**src/rtl/regfile_wb_arbiter.sv**
```systemverilog
// regfile_wb_arbiter: round-robin arbiter merging three write-back requesters into one registered register-file write port.
// Ports:
//   cclk          clock, rising edge
//   rstb          synchronous active-low reset
//   req_valid     per-requester write request (0 ALU, 1 LOAD, 2 MULDIV)
//   req_reg       5-bit destination index per requester
//   req_data      32-bit write data per requester
//   stall         blocks all grants in the current cycle
//   req_ready     combinational one-hot grant
//   rf_write      registered write enable
//   rf_write_reg  registered write index
//   rf_write_data registered write data
//   last_grant    most recently accepted requester, 3 when none since reset
//   wb_count      wrapping count of accepted requests
module regfile_wb_arbiter #(
    parameter bit DROP_R0 = 1'b1
) (
    input  logic        cclk,
    input  logic        rstb,
    input  logic [2:0]  req_valid,
    input  logic [14:0] req_reg,
    input  logic [95:0] req_data,
    input  logic        stall,
    output logic [2:0]  req_ready,
    output logic        rf_write,
    output logic [4:0]  rf_write_reg,
    output logic [31:0] rf_write_data,
    output logic [1:0]  last_grant,
    output logic [15:0] wb_count
);
    logic [1:0]  ptr;
    logic [1:0]  c1;
    logic [1:0]  c2;
    logic [1:0]  g;
    logic        fire;
    logic [4:0]  g_reg;
    logic [31:0] g_data;

    // c1/c2 are the second and third candidates after ptr, modulo 3
    always_comb begin
        c1        = (ptr == 2'd2) ? 2'd0 : ptr + 2'd1;
        c2        = (ptr == 2'd0) ? 2'd2 : ptr - 2'd1;
        g         = req_valid[ptr] ? ptr : req_valid[c1] ? c1 : c2;
        fire      = rstb && !stall && (|req_valid);
        req_ready = fire ? (3'b001 << g) : 3'b000;
        g_reg     = req_reg[5*g +: 5];
        g_data    = req_data[32*g +: 32];
    end

    always_ff @(posedge cclk) begin
        if (!rstb) begin
            ptr           <= 2'd0;
            rf_write      <= 1'b0;
            rf_write_reg  <= 5'd0;
            rf_write_data <= 32'd0;
            last_grant    <= 2'd3;
            wb_count      <= 16'd0;
        end else begin
            // a dropped r0 write still counts as a transfer, it just never reaches the file
            rf_write <= fire && !(DROP_R0 && g_reg == 5'd0);
            if (fire) begin
                ptr           <= (g == 2'd2) ? 2'd0 : g + 2'd1;
                rf_write_reg  <= g_reg;
                rf_write_data <= g_data;
                last_grant    <= g;
                wb_count      <= wb_count + 16'd1;
            end
        end
    end
endmodule

```
**config.mk**
```make
export PLATFORM = sky130hd
export DESIGN_NAME = regfile_wb_arbiter
export DESIGN_NICKNAME = d
export VERILOG_FILES = /design/src/rtl/regfile_wb_arbiter.sv
export SDC_FILE = /design/constraint.sdc
export NUM_CORES = 1
export LEC_CHECK = 0
export BUFFER_PORTS_ARGS = -buffer_cell sky130_fd_sc_hd__buf_2
export CAP_MARGIN = 20
export CORE_UTILIZATION = 35
export CTS_BUF_LIST = sky130_fd_sc_hd__clkbuf_4 sky130_fd_sc_hd__clkbuf_8
export CTS_CLUSTER_DIAMETER = 40
export DETAILED_ROUTE_END_ITERATION = 6
export GPL_TIMING_DRIVEN = 0
export PLACE_DENSITY = 0.74
export SKIP_LAST_GASP = 1
export SYNTH_ARGS = -nofsm -noshare
export SYNTH_HDL_FRONTEND = slang
export SYNTH_SLANG_ARGS = --single-unit
```
**constraint.sdc**
```tcl
create_clock -name cclk -period 3 [get_ports cclk]
set_input_delay 0.15 -clock cclk [delete_from_list [all_inputs] [get_ports cclk]]
set_output_delay 0.15 -clock cclk [all_outputs]
set_load 0.02 [all_outputs]
```
==> flow_metrics.tcl, run 1 <==
set metrics [dict create \
    status "complete, no violations" \
    drive_gt1_share_pct 36.1 \
    fmax_mhz 370 \
    fin_crit_sh_pct 90.0 \
    dr.pass1.iters 4 \
    fin_worst_skew_ps 7.77 \
    synth_nets 500 \
    critPathCaptureType "primary output" \
    antenna_cells 0 \
    syn_to_final_growth_pct 38.8 \
    finalCriticalPeriod_ps 2700 \
    design.core.area_sq_um 8380 \
    wl_per_cell_um 14.2 \
    start_kind "register" \
    remaining_drc_errors 0 \
    ys_warn_count 0 \
    wl_met1_mm 3.93 \
    mappedNetlistArea_sq_um 3090 \
    cts_buffers 9 \
    maxCapViolCount 0 \
    die-area_sq_um 9220 \
    maxSlewHeadroom_pct 42.1 \
    hp-class "primary input to register" \
    postCtsHoldBufs 0 \
    critPathMaxFanout 10 \
    critical_path.top_delay_family "buffers and inverters" \
    dp_hpwl_mm 7.64 \
    grt_pass1_wl_mm 15.0 \
    die_w_um 96.0 \
    timing.setup.tns_ps 0 \
    antenna_left 0 \
    synthCells 378 \
    grt_pass1_vias 3167 \
    cp_cell_sequence "inv_1, ha_1, mux2i_2, o2bb2ai_1, a21o_1, clkbuf_1, nand2_1, nor2_1, buf_2" \
    powerDensity_nw_per_um2 558 \
    rows 33 \
    setup_viol 0 \
    drtIter0Drc 117 \
    vias 3407 \
    synth_top_area_share_pct 37.5 \
    insertion_delay_ps 330 \
    grtUsageTotal_pct 21.3 \
    crit_required_ps 2850 \
    cp.arrival_ps 2550 \
    htreeDepth 3 \
    max_stage_delay_ps 460 \
    cts_tree "done" \
    cts_root_buf "clkbuf_8" \
    path_class "register to primary output" \
    ys_types 40 \
    grt_antenna_before_repair 1 \
    cp_num_buf_inv 3 \
    utilization_pct 51.2 \
    stdcell_area_sq_um 4290 \
    yosysTopAreaCell "dfxtp_1" \
    initial_core_util_pct 36.9 \
    synth_area_per_cell_sq_um 8.18 \
    final_nets 686 \
    cts_resized 0 \
    ys_seq_elements 58 \
    ys_seq_area_share_pct 37.5 \
    postSynth.asyncResetShare_pct 0 \
    p_leak_nw 2.06 \
    tightest_slew_ps 867 \
    irDropWorstVdd_uv 223 \
    drt-vias-per-instance 5.06 \
    synthFlopType "dfxtp_1" \
    met3WireLength_um 711 \
    placedInstanceArea_sq_um 4100 \
    hold_ws_ps 76.6 \
    largest_reg_flops 32 \
    grt_max_degree 11 \
    critPathSlowestCell "dfxtp_1" \
    synth_edf_count 0 \
    ys_top_cells_by_area "dfxtp_1 38%, mux2i_1 11%, nand3_1 7.3%" \
    final_cells 673 \
    gp_congestion 0.826 \
    slew_viol_final 0 \
    die_y_um 96.0 \
    cts_setup_buffers 0 \
    grt_overflow 0 \
    wl_mm 9.58 \
    final_common_cell "buf_2" \
    clock_path_buffers 2 \
    hold_viol 0 \
    layout_common_cells "178 x buf_2, 58 x dfxtp_1, 45 x nand3_1" \
    boundaryPins 176 \
    clk_pin_slew_ps 70 \
    rsz0062_at_grt "no" \
    clkSinkCount 58 \
    wl_met2_mm 4.71 \
    maxUsedRoutingLayer "met5" \
    dp.cells 658 \
    port_buffers 175 \
]
-- Yosys cell counts (6+ instances only) --
| cell type | number |
|---|---|
| nor2_1 | 39 |
| dfxtp_1 | 58 |
| o21ai_1 | 6 |
| clkbuf_1 | 19 |
| o21ai_0 | 38 |
| mux2i_1 | 34 |
| nand4_1 | 7 |
| and2_1 | 10 |
| xnor2_1 | 9 |
| a21oi_1 | 35 |
| nand3_1 | 45 |
| nand2_1 | 18 |
-- logic make-up after synthesis --
family / after synthesis / share of synthesized area, %
compound gates: 100 / 19.1
xor+xnor: 11 / 3.12
fa+ha+maj: 5 / 2.02
buf+inv: 32 / 5.22
flops: 58 / 37.5
mux: 36 / 11.8
simple gates: 136 / 21.2
-- power by group --
part	switching [mW]	leakage, nW	total [mW]	internal (mW)
combinational	0.471	1.49	0.794	0.323
sequential	0.0434	0.475	0.892	0.849
clock	0.310	0.0941	0.709	0.398
-- per-stage QoR --
stage / worst slack, ps / power [mW]
after floorplan: 747 / 1.43
after global placement: 441 / 1.68
after detailed placement: 359 / 1.70
after CTS: 306 / 2.42
after global routing: 67.2 / 2.55
final: 299 / 2.39
-- layout make-up --
class	count	area (sq um)
plain buffers	27	143
clock buffers	10	138
clock inverters	5	55.1
fillers	837	4090
inverters	5	18.8
multi-input cells	288	1770
flip-flops and latches	58	1160
well taps	105	131
repair buffers	175	876
-- worst min-delay path, stage by stage --
cell and delay, ps:
buf_2 80, a21oi_1 50, o21ai_1 100
-- path summary, 6_finish.rpt --
path / from / endpoint / slack (ps) / cells past startpoint
setup / recovery: ptr[1]$_SDFFE_PN0P_ / req_ready[0] / 300 / 9
hold / removal: req_data[65] / rf_write_data[1]$_SDFFE_PN0P_ / 80 / 3
setup reg to reg: ptr[1]$_SDFFE_PN0P_ / rf_write_data[5]$_SDFFE_PN0P_ / 330 / 9
hold reg to reg: rf_write_reg[1]$_SDFFE_PN0P_ / rf_write_reg[1]$_SDFFE_PN0P_ / 460 / 2
-- routing by layer --
layer  vias up  global-route usage [%]
met3        17                    4.42
met1      1543                    25.6
met2       131                    36.3
met5         -                       0
met4         2                    9.83
li1       1714                       -
Power figures use the tool's default switching activity.
==> run 2: changes to the inputs <==
Settings changed: CTS_BUF_LIST sky130_fd_sc_hd__clkbuf_4 sky130_fd_sc_hd__clkbuf_8 to not set, PLACE_DENSITY 0.74 to 0.66.
==> run 2 against run 1 <==
Combinational power is 1% higher. Cell count shrank 0.15%. Clock skew shrank 3.8 ps. First-iteration DRC count is 37% lower. Flip-flop and latch count unchanged. Core utilization barely moved. Die area stayed put. Largest cell class unchanged.
==> flow_metrics.tcl, run 2 (same netlist as run 1, synthesis figures left out) <==
set metrics [dict create \
    syn_to_final_growth_pct 38.8 \
    antenna_left 0 \
    swShare_pct 34.0 \
    grt_pass1_wl_mm 14.8 \
    insertion_delay_ps 330 \
    irDropWorstVdd_uv 294 \
    critPathMaxFanout 10 \
    status "complete, no violations" \
    vias 3474 \
    die_w_um 96.0 \
    maxCapViolCount 0 \
    fillers 810 \
    antenna_cells 0 \
    max_stage_delay_ps 470 \
    power_frac_comb_pct 33.4 \
    powerDensity_nw_per_um2 561 \
    seqCellArea_sq_um 1160 \
    setup_viol 0 \
    hp-class "primary input to register" \
    layout_common_cells "178 x buf_2, 58 x dfxtp_1, 45 x nand3_1" \
    grt_antenna_before_repair 0 \
    boundaryPins 176 \
    holdCritStartpoint "req_data[64]" \
    power_mw 2.41 \
    dr.pass1.iters 4 \
    p_seq_share_pct 37.1 \
    port_buffers 175 \
    cts_resized 0 \
    power.switching_uw 819 \
    die-area_sq_um 9220 \
    p_leak_nw 2.07 \
    die_y_um 96.0 \
    cts_root_buf "clkbuf_8" \
    grtUsageTotal_pct 21.1 \
    reg2regPathDepth 9 \
    dp_hpwl_mm 7.70 \
    cts_setup_buffers 0 \
    rows 33 \
    tightest_slew_ps 834 \
    fmax_mhz 367 \
    timing.setup.tns_ps 0 \
    r2r_slack_ps 310 \
    maxSlewHeadroom_pct 44.3 \
    min_path_cells 3 \
    p_int_mw 1.59 \
    grt_max_degree 11 \
    clkSinkCount 58 \
    r2r-start "ptr[1]$_SDFFE_PN0P_" \
    holdPathEnd "rf_write_data[0]$_SDFFE_PN0P_" \
    cts_tree "done" \
    critical_path.top_delay_family "buffers and inverters" \
    drive_gt1_share_pct 36.0 \
    cp_cell_sequence "inv_1, ha_1, mux2i_2, o2bb2ai_1, a21o_1, clkbuf_1, nand2_1, nor2_1, buf_2" \
    slew_viol_final 0 \
    grt_pass1_vias 3192 \
    wl_mm 9.72 \
    multi_input_area_sq_um 1770 \
    design.core.area_sq_um 8380 \
    initial_core_util_pct 36.9 \
    critPathCaptureType "primary output" \
    critPathSlowestCell "dfxtp_1" \
    grt_overflow 0 \
    utilization_pct 51.2 \
    largest_reg_flops 32 \
    cts_buffers 9 \
    path_class "register to primary output" \
    reg2reg_to "rf_write_data[5]$_SDFFE_PN0P_" \
    final_common_cell "buf_2" \
    final_nets 686 \
    remaining_drc_errors 0 \
    gp_congestion 0.781 \
    fin_crit_sh_pct 90.9 \
    finalCriticalPeriod_ps 2730 \
    drtIter0Drc 74 \
    hold_viol 0 \
    crit_required_ps 2850 \
    fin_worst_skew_ps 3.97 \
    cp.arrival_ps 2580 \
    drt-vias-per-instance 5.17 \
    cp_num_buf_inv 3 \
    wl_per_cell_um 14.5 \
    clock_path_buffers 2 \
    htreeDepth 3 \
    clk_pin_slew_ps 60 \
    start_kind "register" \
    postCtsHoldBufs 0 \
    clkPwrFrac_pct 29.5 \
    rsz0062_at_grt "no" \
]
## run 2: cell count changes in the layout (fill, tap and decap cells not counted)
| cell | previous run | this run |
|---|---|---|
| clkinvlp_4 | 2 | 0 |
| clkbuf_8 | 10 | 11 |
## run 2: final cells by class
type	instances	share of cell area [%]
Multi-Input combinational cell	288	41.3
Inverter	5	0.437
Buffer	27	3.32
Tap cell	105	3.06
Timing Repair Buffer	175	20.4
Clock inverter	3	0.933
Sequential cell	58	27.1
Clock buffer	11	3.53
## run 2: power by group through the flow
stage                     clock (mW)  combinational (mW)  sequential [mW]
after floorplan                    0               0.435            0.997
after global placement             0               0.790            0.905
after detailed placement           0               0.808            0.907
after CTS                      0.728               0.808            0.892
after global routing           0.767               0.884            0.901
final                          0.710               0.803            0.893
## run 2: worst max path at each step
stage | endpoint | slack, ps | start | cells past startpoint
2_1_floorplan | req_ready[2] | 750 | ptr[1]$_SDFFE_PN0P_ | 8
3_3_place_gp | rf_write_data[5]$_SDFFE_PN0P_ | 440 | ptr[1]$_SDFFE_PN0P_ | 9
3_5_place_dp | rf_write_data[5]$_SDFFE_PN0P_ | 290 | ptr[1]$_SDFFE_PN0P_ | 9
4_1_cts | req_ready[0] | 290 | ptr[1]$_SDFFE_PN0P_ | 9
5_1_grt | rf_write_data[30]$_SDFFE_PN0P_ | 50 | ptr[1]$_SDFFE_PN0P_ | 9
6_report | req_ready[0] | 270 | ptr[1]$_SDFFE_PN0P_ | 9
## run 2: tightest hold or removal path, cell delays in order
cell	delay [ps]
buf_2	70
a21oi_1	50
o21ai_1	100
## run 2: routing by layer
metal	up-vias	global-route usage (%)	share of wire, %
met2	141	37.5	50
met1	1603	23.8	42
met4	0	5.72	1.4
li1	1718	-	-
met5	-	0	0
met3	12	7.42	6.8
## run 2: through the flow
stage	std cells	worst slack [ps]	hold slack (ps)	area (sq um)
final	672	272	73.8	4290
after global routing	672	53.0	62.8	4290
after CTS	672	293	60.3	4290
after detailed placement	658	287	413	4100
after global placement	658	436	407	4100
after floorplan	378	747	318	3090
